[config.mk]
export PLATFORM = sky130hd
export DESIGN_NAME = ui_device_responder
export DESIGN_NICKNAME = d
export VERILOG_FILES = /design/src/rtl/ui_device_responder.sv
export SDC_FILE = /design/constraint.sdc
export NUM_CORES = 1
export LEC_CHECK = 0
export BUFFER_PORTS_ARGS = -buffer_cell sky130_fd_sc_hd__clkbuf_2
export CELL_PAD_IN_SITES_DETAIL_PLACEMENT = 0
export CELL_PAD_IN_SITES_GLOBAL_PLACEMENT = 1
export CORE_MARGIN = 2
export CORE_UTILIZATION = 43
export DETAILED_ROUTE_END_ITERATION = 10
export HOLD_SLACK_MARGIN = 0.12
export PLACE_DENSITY = 0.89
export SETUP_SLACK_MARGIN = 0.5
export SKIP_CTS_REPAIR_TIMING = 1
export SLEW_MARGIN = 10
export SYNTH_ARGS = -nofsm -noshare
export SYNTH_HDL_FRONTEND = slang
export SYNTH_SLANG_ARGS = --single-unit
[constraint.sdc]
create_clock -name clk -period 1.7 [get_ports clk]
set_clock_uncertainty 0.05 [all_clocks]
set_input_delay 0.34 -clock clk [delete_from_list [all_inputs] [get_ports clk]]
set_output_delay 0.34 -clock clk [all_outputs]
set_load 0.01 [all_outputs]
[src/rtl/ui_device_responder.sv]
// Board-side responder for the UI bus: HEX/LEDR output registers, synchronised and
// debounced KEY/SW inputs with sticky key-press flags, and a combinational read mux.
module ui_device_responder #(
    parameter int         DBITS           = 32,
    parameter int         NKEYS           = 4,
    parameter int         NSW             = 10,
    parameter int         NLEDR           = 10,
    parameter int         DEBOUNCE_CYCLES = 50000,
    parameter logic [1:0] DEV_HEX         = 2'd0,
    parameter logic [1:0] DEV_LEDR        = 2'd1,
    parameter logic [1:0] DEV_KEY         = 2'd2,
    parameter logic [1:0] DEV_SW          = 2'd3
) (
    input  logic             clk,
    input  logic             reset_n,
    input  logic [1:0]       uiDevice,
    input  logic             uiWrtEn,
    input  logic [DBITS-1:0] uiOut,
    output logic [DBITS-1:0] uiIn,
    input  logic [NKEYS-1:0] KEY,
    input  logic [NSW-1:0]   SW,
    output logic [6:0]       HEX0,
    output logic [6:0]       HEX1,
    output logic [6:0]       HEX2,
    output logic [6:0]       HEX3,
    output logic [NLEDR-1:0] LEDR
);

    // KEY and SW share one debounce path; KEY occupies the low bits and is active-low.
    localparam int            NIN      = NKEYS + NSW;
    localparam int            CW       = (DEBOUNCE_CYCLES > 1) ? $clog2(DEBOUNCE_CYCLES) : 1;
    localparam logic [CW-1:0] CNT_LAST = CW'(DEBOUNCE_CYCLES - 1);
    localparam logic [NIN-1:0] PIN_INV = {{NSW{1'b0}}, {NKEYS{1'b1}}};

    logic [NIN-1:0]   sync1, sync2, sync_val;
    logic [NIN-1:0]   lvl, lvl_next;
    logic [CW-1:0]    cnt      [NIN];
    logic [CW-1:0]    cnt_next [NIN];
    logic [NKEYS-1:0] key_lvl, key_hit, key_rise, key_clr;
    logic [NSW-1:0]   sw_lvl;
    logic [15:0]      hex_reg;
    logic [NLEDR-1:0] ledr_reg;
    logic             unused_bits;

    function automatic logic [6:0] hex_glyph(input logic [3:0] d);
        case (d)
            4'h0: hex_glyph = 7'h40;
            4'h1: hex_glyph = 7'h79;
            4'h2: hex_glyph = 7'h24;
            4'h3: hex_glyph = 7'h30;
            4'h4: hex_glyph = 7'h19;
            4'h5: hex_glyph = 7'h12;
            4'h6: hex_glyph = 7'h02;
            4'h7: hex_glyph = 7'h78;
            4'h8: hex_glyph = 7'h00;
            4'h9: hex_glyph = 7'h10;
            4'hA: hex_glyph = 7'h08;
            4'hB: hex_glyph = 7'h03;
            4'hC: hex_glyph = 7'h46;
            4'hD: hex_glyph = 7'h21;
            4'hE: hex_glyph = 7'h06;
            default: hex_glyph = 7'h0E;
        endcase
    endfunction

    assign sync_val = sync2 ^ PIN_INV;

    // NOTE: every variable driven here gets a default first, so no path can infer a latch.
    always_comb begin
        lvl_next = lvl;
        for (int i = 0; i < NIN; i++) begin
            cnt_next[i] = '0;
            if (sync_val[i] != lvl[i]) begin
                if (cnt[i] == CNT_LAST) lvl_next[i] = sync_val[i];
                else                    cnt_next[i] = cnt[i] + CW'(1);
            end
        end
    end

    assign key_lvl  = lvl[NKEYS-1:0];
    assign sw_lvl   = lvl[NIN-1:NKEYS];
    assign key_rise = lvl_next[NKEYS-1:0] & ~key_lvl;
    assign key_clr  = (uiWrtEn && uiDevice == DEV_KEY) ? uiOut[4 +: NKEYS] : '0;

    // NOTE: state registers use non-blocking assignments so every flop samples pre-edge values.
    always_ff @(posedge clk or negedge reset_n) begin
        if (!reset_n) begin
            sync1    <= PIN_INV;
            sync2    <= PIN_INV;
            lvl      <= '0;
            key_hit  <= '0;
            hex_reg  <= '0;
            ledr_reg <= '0;
            for (int i = 0; i < NIN; i++) cnt[i] <= '0;
        end else begin
            sync1   <= {SW, KEY};
            sync2   <= sync1;
            lvl     <= lvl_next;
            for (int i = 0; i < NIN; i++) cnt[i] <= cnt_next[i];
            // A press on the same edge as a write-clear keeps the flag set.
            key_hit <= (key_hit & ~key_clr) | key_rise;
            if (uiWrtEn && uiDevice == DEV_HEX)  hex_reg  <= uiOut[15:0];
            if (uiWrtEn && uiDevice == DEV_LEDR) ledr_reg <= uiOut[NLEDR-1:0];
        end
    end

    always_comb begin
        uiIn = '0;
        case (uiDevice)
            DEV_HEX:  uiIn[15:0] = hex_reg;
            DEV_LEDR: uiIn[NLEDR-1:0] = ledr_reg;
            DEV_KEY: begin
                uiIn[4 +: NKEYS] = key_hit;
                uiIn[0 +: NKEYS] = key_lvl;
            end
            DEV_SW:   uiIn[NSW-1:0] = sw_lvl;
            default:  ;
        endcase
    end

    assign HEX0        = hex_glyph(hex_reg[3:0]);
    assign HEX1        = hex_glyph(hex_reg[7:4]);
    assign HEX2        = hex_glyph(hex_reg[11:8]);
    assign HEX3        = hex_glyph(hex_reg[15:12]);
    assign LEDR        = ledr_reg;
    assign unused_bits = ^uiOut;

endmodule

==> results of run 1 <==
## placed cells by master, fill, tap and decap left out, types with 13 or more instances in the layout
cell type      netlist  routed
dfrtp_1            288     248
buf_4               19     220
xnor2_1            168     160
nor2_1             261     118
nor2_2               0      86
nand2_1             91      73
nand3_1             88      70
nor2_4               0      57
clkbuf_2             0      57
nand4_1             52      52
inv_1               60      51
nor3_1              55      41
buf_6                2      40
dfrtp_2              0      39
clkbuf_16            0      37
xor2_1              36      33
dlygate4sd3_1        0      31
nor4_1              64      27
buf_2                5      24
o21ai_2              0      23
ha_4                 0      22
o21ai_1              0      20
nor4_2               0      20
nor4_4               0      17
conb_1               1      16
buf_12               0      16
mux2_2              28      14
mux2_4               0      14
nand3_4              0      13
## power by group through the flow
stage	clock network (mW)	logic (mW)	registers (mW)
2_1_floorplan	0	1.51	7.65
3_5_place_dp	0	2.36	7.73
4_1_cts	7.35	2.38	7.60
3_3_place_gp	0	2.32	7.71
6_report	7.30	3.15	7.64
5_1_grt	7.71	3.39	7.67
## worst max-delay path, delay by kind of cell, from the launching register on
family     cells  cell delay, ns
fa+ha+maj      1            0.19
flops          1            0.42
mux            1            0.48
buf+inv        2            0.30
## worst min path at each step
stage	from	slack, ns	to
floorplan	reset_n	-0.006	LEDR[0]
global placement	reset_n	0.21	cnt[86]
detailed placement	reset_n	0.21	cnt[84]
CTS	reset_n	-0.33	cnt[84]
global route	reset_n	0.30	cnt[86]
finish	reset_n	0.27	cnt[84]
## layer usage
metal	track usage [%]	up-vias
met5	0	-
met4	4.56	0
met3	2.58	84
met2	31.7	356
met1	25.1	6358
li1	-	5865
## final cells by class
class / instances / area, µm²
clock buffers: 49 / 1020
clock inverters: 12 / 101
fillers: 2376 / 11800
inverters: 60 / 245
multi-input cells: 1082 / 9310
flip-flops and latches: 296 / 7470
well taps: 448 / 561
repair buffers: 392 / 3210
## metrics by stage
stage                     setup slack [ns]  instance area [µm²]  cells
after floorplan                    -0.0453                15700   1480
after global placement             -0.0485                17400   2110
after detailed placement           -0.0844                17400   2110
after CTS                           -0.610                18500   2171
after global routing                -0.644                21900   2339
final                               -0.585                21900   2339
## logic make-up (layout without fill, tap and decap cells)
| family | count (synthesis) | in the layout | synth area share [%] |
|---|---|---|---|
| other | 1 | 16 | 0.0254 |
| XOR/XNOR | 204 | 204 | 12.1 |
| buffers and inverters | 110 | 513 | 3.42 |
| flip-flops | 296 | 296 | 50.2 |
| adder cells (fa/ha/maj) | 38 | 38 | 3.22 |
| AND/OR/NAND/NOR | 684 | 692 | 22.7 |
| AO/OA/AOI/OAI | 84 | 84 | 4.03 |
| multiplexers | 48 | 48 | 4.25 |
==> results.txt, run 1 <==
----------------------------------------------------
[Timing]
  Slew of the pin with the lowest slew margin ... 0.667 ns
  Finish-stage setup viols ... 94
  Final Hold Fails ... 0
  Final worst hold slack ... 0.272 ns
  RSZ-0062 raised after global routing ... true
  Shortest period the worst path allows ... 2.29 ns
  Minimum setup slack in the final design ... -0.585 ns
  Setup TNS ... -17.45 ns
  Number of max-slew violations in the final report ... 0
  Peak Freq ... 0.438 GHz
  Final critical-path share of the clock period ... 134%
  Rel. slew slack ... 55.4%

[Setup path]
  Endpoint of the most critical setup path ... HEX3[3]
  Endpoint required time on the critical path ... 1.31 ns
  Worst reg2reg path depth ... 5
  Worst reg2reg setup slack ... -0.12 ns
  Data arrival time of the critical path ... 1.90 ns
  Crit path launch type ... register
  Ordered list of cells on the worst path ... buf_4 -> ha_1 -> mux4_2 -> clkbuf_2
  Critical Path End Type ... primary output
  Startpoint-to-endpoint class of the critical path ... reg -> out
  End of the worst register-to-register path ... cnt[126]
  Startpoint of the most critical setup path ... hex_reg[13]
  Highest fanout seen on the critical path ... 3
  Startpoint of the worst-slack reg-to-reg timing path ... cnt[116]
  Largest stage delay on the critical path ... 0.48 ns
  Slowest cell on crit path ... mux4_2

[Yosys]
  List of most frequent post-synthesis cells ... dfrtp_1, nor2_1, xnor2_1
  Synth Area per Inst ... 10.1 µm²
  Synthesized cell area ... 0.0148 mm²
  Cell type contributing the most total cell area after synthesis ... dfrtp_1
  Fraction of post-synthesis cell area in the top cell type by area ... 48.8%
  Synth async-reset ratio ... 100%
  Number of enable flip-flop cells after synthesis ... 0
  Library cell with the highest instance count after synthesis ... dfrtp_1
  Part of the Yosys area used for sequential elements ... 50.2%
  Most used flip-flop cell after synthesis ... dfrtp_1
  Yosys reg bits ... 296
  Synth Warn # ... 0
  Cell types with the largest area share after synthesis ... dfrtp_1, xnor2_1, nor2_1
  Yosys cell types ... 52
  Cells after Synth ... 1465

[Clock tree]
  Maximum root-to-sink buffer count ... 3
  CTS Sinks ... 296
  CTS root buffer ... clkbuf_16
  TritonCTS clock tree ... built
  CTS buffer count ... 34
  Register clock-pin slew on the reported worst setup and hold paths ... 0.06 ns
  Maximum level of the CTS H-tree ... 2
  Clock latency at the later pin of the worst-skew pair ... 0.51 ns

[Die]
  Site Rows ... 67
  Die Y ... 189 µm
  Die Wd ... 189 µm
  Initial Utilization ... 43.8%
  DIE AREA ... 0.0358 mm²
  Core Area ... 0.0337 mm²
  Number of top-level pins ... 121

[Power]
  Overall power of the completed layout ... 18.1 mW
  Power share of the sequential group ... 42.2%
  Reported net switching power ... 4.90 mW
  Ratio of total power to cell area ... 825 mW/mm²
  Leakage Power ... 8.90 nW
  Worst IR drop on VDD ... 550 µV
  Fraction of power consumed by the clock network ... 40.4%
  Switching part of the total ... 27.1%
  Int Pwr ... 13.2 mW
  Share of total power in combinational logic ... 17.4%

[Detailed routing]
  Met3 wire length ... 1820 µm
  Avg Vias per Cell ... 5.41
  Number of DRC violations after detailed routing ... 0
  Routed length on met2 ... 21700 µm
  Wirelength per Cell ... 17.9 µm
  Total wire length ... 41800 µm
  Vias after detailed routing ... 12.7k
  Top Metal Used ... met4
  Number of violations reported at the end of detailed-routing iteration 0 ... 689
  Number of optimization iterations in the first detailed-route pass ... 7
  Post-route ant nets ... 0
  Metal1 wirelength ... 17200 µm

[Finish]
  Share of final-layout standard cells stronger than drive strength 1 ... 46.4%
  Final Net Count ... 1955
  End-of-flow core utilization ... 65.0%
  Number of flip-flops in the largest register ... 224
  Antenna Diode Count ... 0
  Area Growth Syn to Fin ... 48.5%

[Run status]
  Run status ... complete, but fails checks
  Violations in the final reports ... negative setup slack

[Global routing]
  First-pass GRT wire length ... 55300 µm
  Overflow after GRT ... 0
  Initial antenna violation count ... 0
  Via count of the first global-routing pass ... 11.3k
  Largest net degree at the start of global routing ... 53
  Overall fraction of global-route tracks in use ... 18.6%

[Placement]
  HPWL reported at the end of detailed placement ... 23300 µm
  IO Port Bufs ... 88
  Global placer's final weighted congestion ... 0.840

[Run]
  Max-cap viol count ... 0

[Worst hold path]
  Hold Path Class ... in -> async

----------------------------------------------------
Power figures use the tool's default switching activity.
==> run 2: changes to the inputs <==
--- a/config.mk
+++ b/config.mk
@@ -13,9 +13,7 @@
 export DETAILED_ROUTE_END_ITERATION = 10
 export HOLD_SLACK_MARGIN = 0.12
 export PLACE_DENSITY = 0.89
-export SETUP_SLACK_MARGIN = 0.5
 export SKIP_CTS_REPAIR_TIMING = 1
-export SLEW_MARGIN = 10
 export SYNTH_ARGS = -nofsm -noshare
 export SYNTH_HDL_FRONTEND = slang
 export SYNTH_SLANG_ARGS = --single-unit
==> results.txt, run 2 (same netlist as run 1, synthesis figures left out) <==
----------------------------------------------------
[Run status]
  Run status ... complete, but fails checks
  Violations in the final reports ... negative setup slack

[Setup path]
  Slowest cell on crit path ... mux4_2
  Startpoint-to-endpoint class of the critical path ... reg -> out
  Largest stage delay on the critical path ... 0.50 ns (+0.02 ns)
  Highest fanout seen on the critical path ... 4 (+1)
  Crit path launch type ... register
  Endpoint required time on the critical path ... 1.31 ns (about the same)
  Worst reg2reg setup slack ... -0.09 ns (+0.03 ns)
  Data arrival time of the critical path ... 1.93 ns (+0.03 ns)
  Kind of cell adding the most delay to the critical path ... multiplexers
  Combined buffer and inverter count along the critical path ... 3 (+1)
  Critical Path End Type ... primary output
  Ordered list of cells on the worst path ... inv_4 -> ha_4 -> inv_2 -> mux4_2 -> buf_6

[Global routing]
  Initial antenna violation count ... 0 (unchanged)
  Overall fraction of global-route tracks in use ... 18.1% (-0.43 points)
  First-pass GRT wire length ... 54000 µm (-2.4%)
  Overflow after GRT ... 0 (unchanged)
  Largest net degree at the start of global routing ... 65 (+23%)
  Via count of the first global-routing pass ... 11.3k (-0.29%)

[Detailed routing]
  Total wire length ... 35600 µm (-15%)
  Number of DRC violations after detailed routing ... 0 (unchanged)
  Wirelength per Cell ... 15.7 µm (-12%)
  Number of violations reported at the end of detailed-routing iteration 0 ... 627 (-9.0%)
  Avg Vias per Cell ... 5.23 (-3.4%)
  Vias after detailed routing ... 11.9k (-6.4%)
  Number of optimization iterations in the first detailed-route pass ... 8 (+1)
  Post-route ant nets ... 0 (unchanged)

[Placement]
  Placement Setup Slack ... -0.153 ns (-0.0684 ns)
  Number of cells after detailed placement ... 2128 (+0.85%)
  IO Port Bufs ... 88 (unchanged)
  Global placer's final weighted congestion ... 0.848 (+1.0%)
  HPWL reported at the end of detailed placement ... 23500 µm (+0.81%)

[Timing]
  RSZ-0062 raised after global routing ... true
  Minimum setup slack in the final design ... -0.619 ns (-0.0340 ns)
  Number of max-slew violations in the final report ... 0 (unchanged)
  Final critical-path share of the clock period ... 136% (+2.0 points)
  Final worst hold slack ... 0.132 ns (-0.140 ns)
  Shortest period the worst path allows ... 2.32 ns (+0.0340 ns)
  Finish-stage setup viols ... 102 (+8.5%)
  Peak Freq ... 0.431 GHz (-1.5%)
  Final Hold Fails ... 0 (unchanged)

[Die]
  Die Wd ... 189 µm (unchanged)
  Site Rows ... 67 (unchanged)
  Die Y ... 189 µm (unchanged)
  Core Area ... 0.0337 mm² (unchanged)
  Number of top-level pins ... 121 (unchanged)
  DIE AREA ... 0.0358 mm² (unchanged)
  Initial Utilization ... 43.8% (unchanged)

[Clock tree]
  CTS buffer count ... 34 (unchanged)
  Maximum level of the CTS H-tree ... 2 (unchanged)
  Clock latency at the later pin of the worst-skew pair ... 0.51 ns (about the same)
  CTS root buffer ... clkbuf_16
  CTS Sinks ... 296 (unchanged)
  TritonCTS clock tree ... built
  Maximum root-to-sink buffer count ... 3 (unchanged)
  Register clock-pin slew on the reported worst setup and hold paths ... 0.06 ns (about the same)

[Finish]
  Commonest cells after routing, fill and taps aside ... dfrtp_1, nor2_1, xnor2_1
  Area Growth Syn to Fin ... 35.7%
  Share of final-layout standard cells stronger than drive strength 1 ... 31.9% (-14 points)
  End-of-flow core utilization ... 59.4% (-5.6 points)
  Final Net Count ... 1883 (-3.7%)
  Leading cell type in the layout, fill and taps excluded ... dfrtp_1
  Number of flip-flops in the largest register ... 224 (unchanged)
  Post-route non-filler standard cell count ... 2267 (-3.1%)
  Antenna Diode Count ... 0 (unchanged)

[Power]
  Worst IR drop on VDD ... 747 µV (+36%)
  Leakage Power ... 8.37 nW (-5.9%)
  Ratio of total power to cell area ... 931 mW/mm² (+13%)

[Run]
  Max-cap viol count ... 0 (unchanged)

[Worst hold path]
  Hold Path Class ... in -> reg

----------------------------------------------------
-- run 2: cell types whose count changed in the layout (fill, tap and decap cells not counted), moves of 14 or more --
cell | previous run | this run
buf_4 | 220 | 161
dfrtp_1 | 248 | 276
dfrtp_2 | 39 | 10
nor2_1 | 118 | 224
nor2_2 | 86 | 24
nor2_4 | 57 | 13
o21ai_0 | 6 | 21
o21ai_2 | 23 | 9
-- run 2: metal layers --
metal	vias to the layer above	global-route usage [%]	wire length, µm
met5	-	0	0
met4	0	5.22	965
met3	69	2.47	1420
met2	267	30.7	18000
met1	5835	24.5	15300
li1	5687	-	-
-- run 2: layout make-up --
cell class,instances,area [µm²]
tap,448,561
inverter,60,238
sequential,296,7440
multi-input combinational,1075,7870
clock inverter,12,219
clock buffer,49,1050
timing repair buffer,327,2660
fill,2732,13700
-- run 2: worst register-to-register path: stages, from the launching register on --
cell and delay (ns):
dfrtp_1 0.41, nor4_4 0.30, nand3b_1 0.17, buf_4 0.18, o41ai_4 0.27, buf_6 0.24, nor2_1 0.07
-- run 2: worst paths after layout --
| path | startpoint | endpoint | cells past startpoint |
|---|---|---|---|
| worst max-delay path | hex_reg[12] | HEX3[3] | 5 |
| worst min-delay path | uiOut[2] | hex_reg[2] | 2 |
| worst max register to register | cnt[92] | cnt[88] | 6 |
| worst min register to register | sync1[10] | sync2[10] | 0 |
| max in group asynchronous | reset_n | sync2[2] | 3 |
| min in group asynchronous | reset_n | cnt[50] | 2 |
-- run 2: per-stage QoR --
| step | setup TNS (ns) | instance area [µm²] | power [mW] |
|---|---|---|---|
| after floorplan | -0.926 | 14900 | 8.74 |
| after global placement | -0.939 | 17000 | 9.78 |
| after detailed placement | -2.27 | 17000 | 9.83 |
| after CTS | -20.53 | 18300 | 18.0 |
| after global routing | -24.20 | 20000 | 19.4 |
| final | -17.16 | 20000 | 18.6 |
-- run 2: report_power, final --
part | switching [mW] | internal [mW]
sequential | 0.262 | 7.30
combinational | 1.51 | 1.48
clock | 2.88 | 5.21
total | 4.65 | 14.0
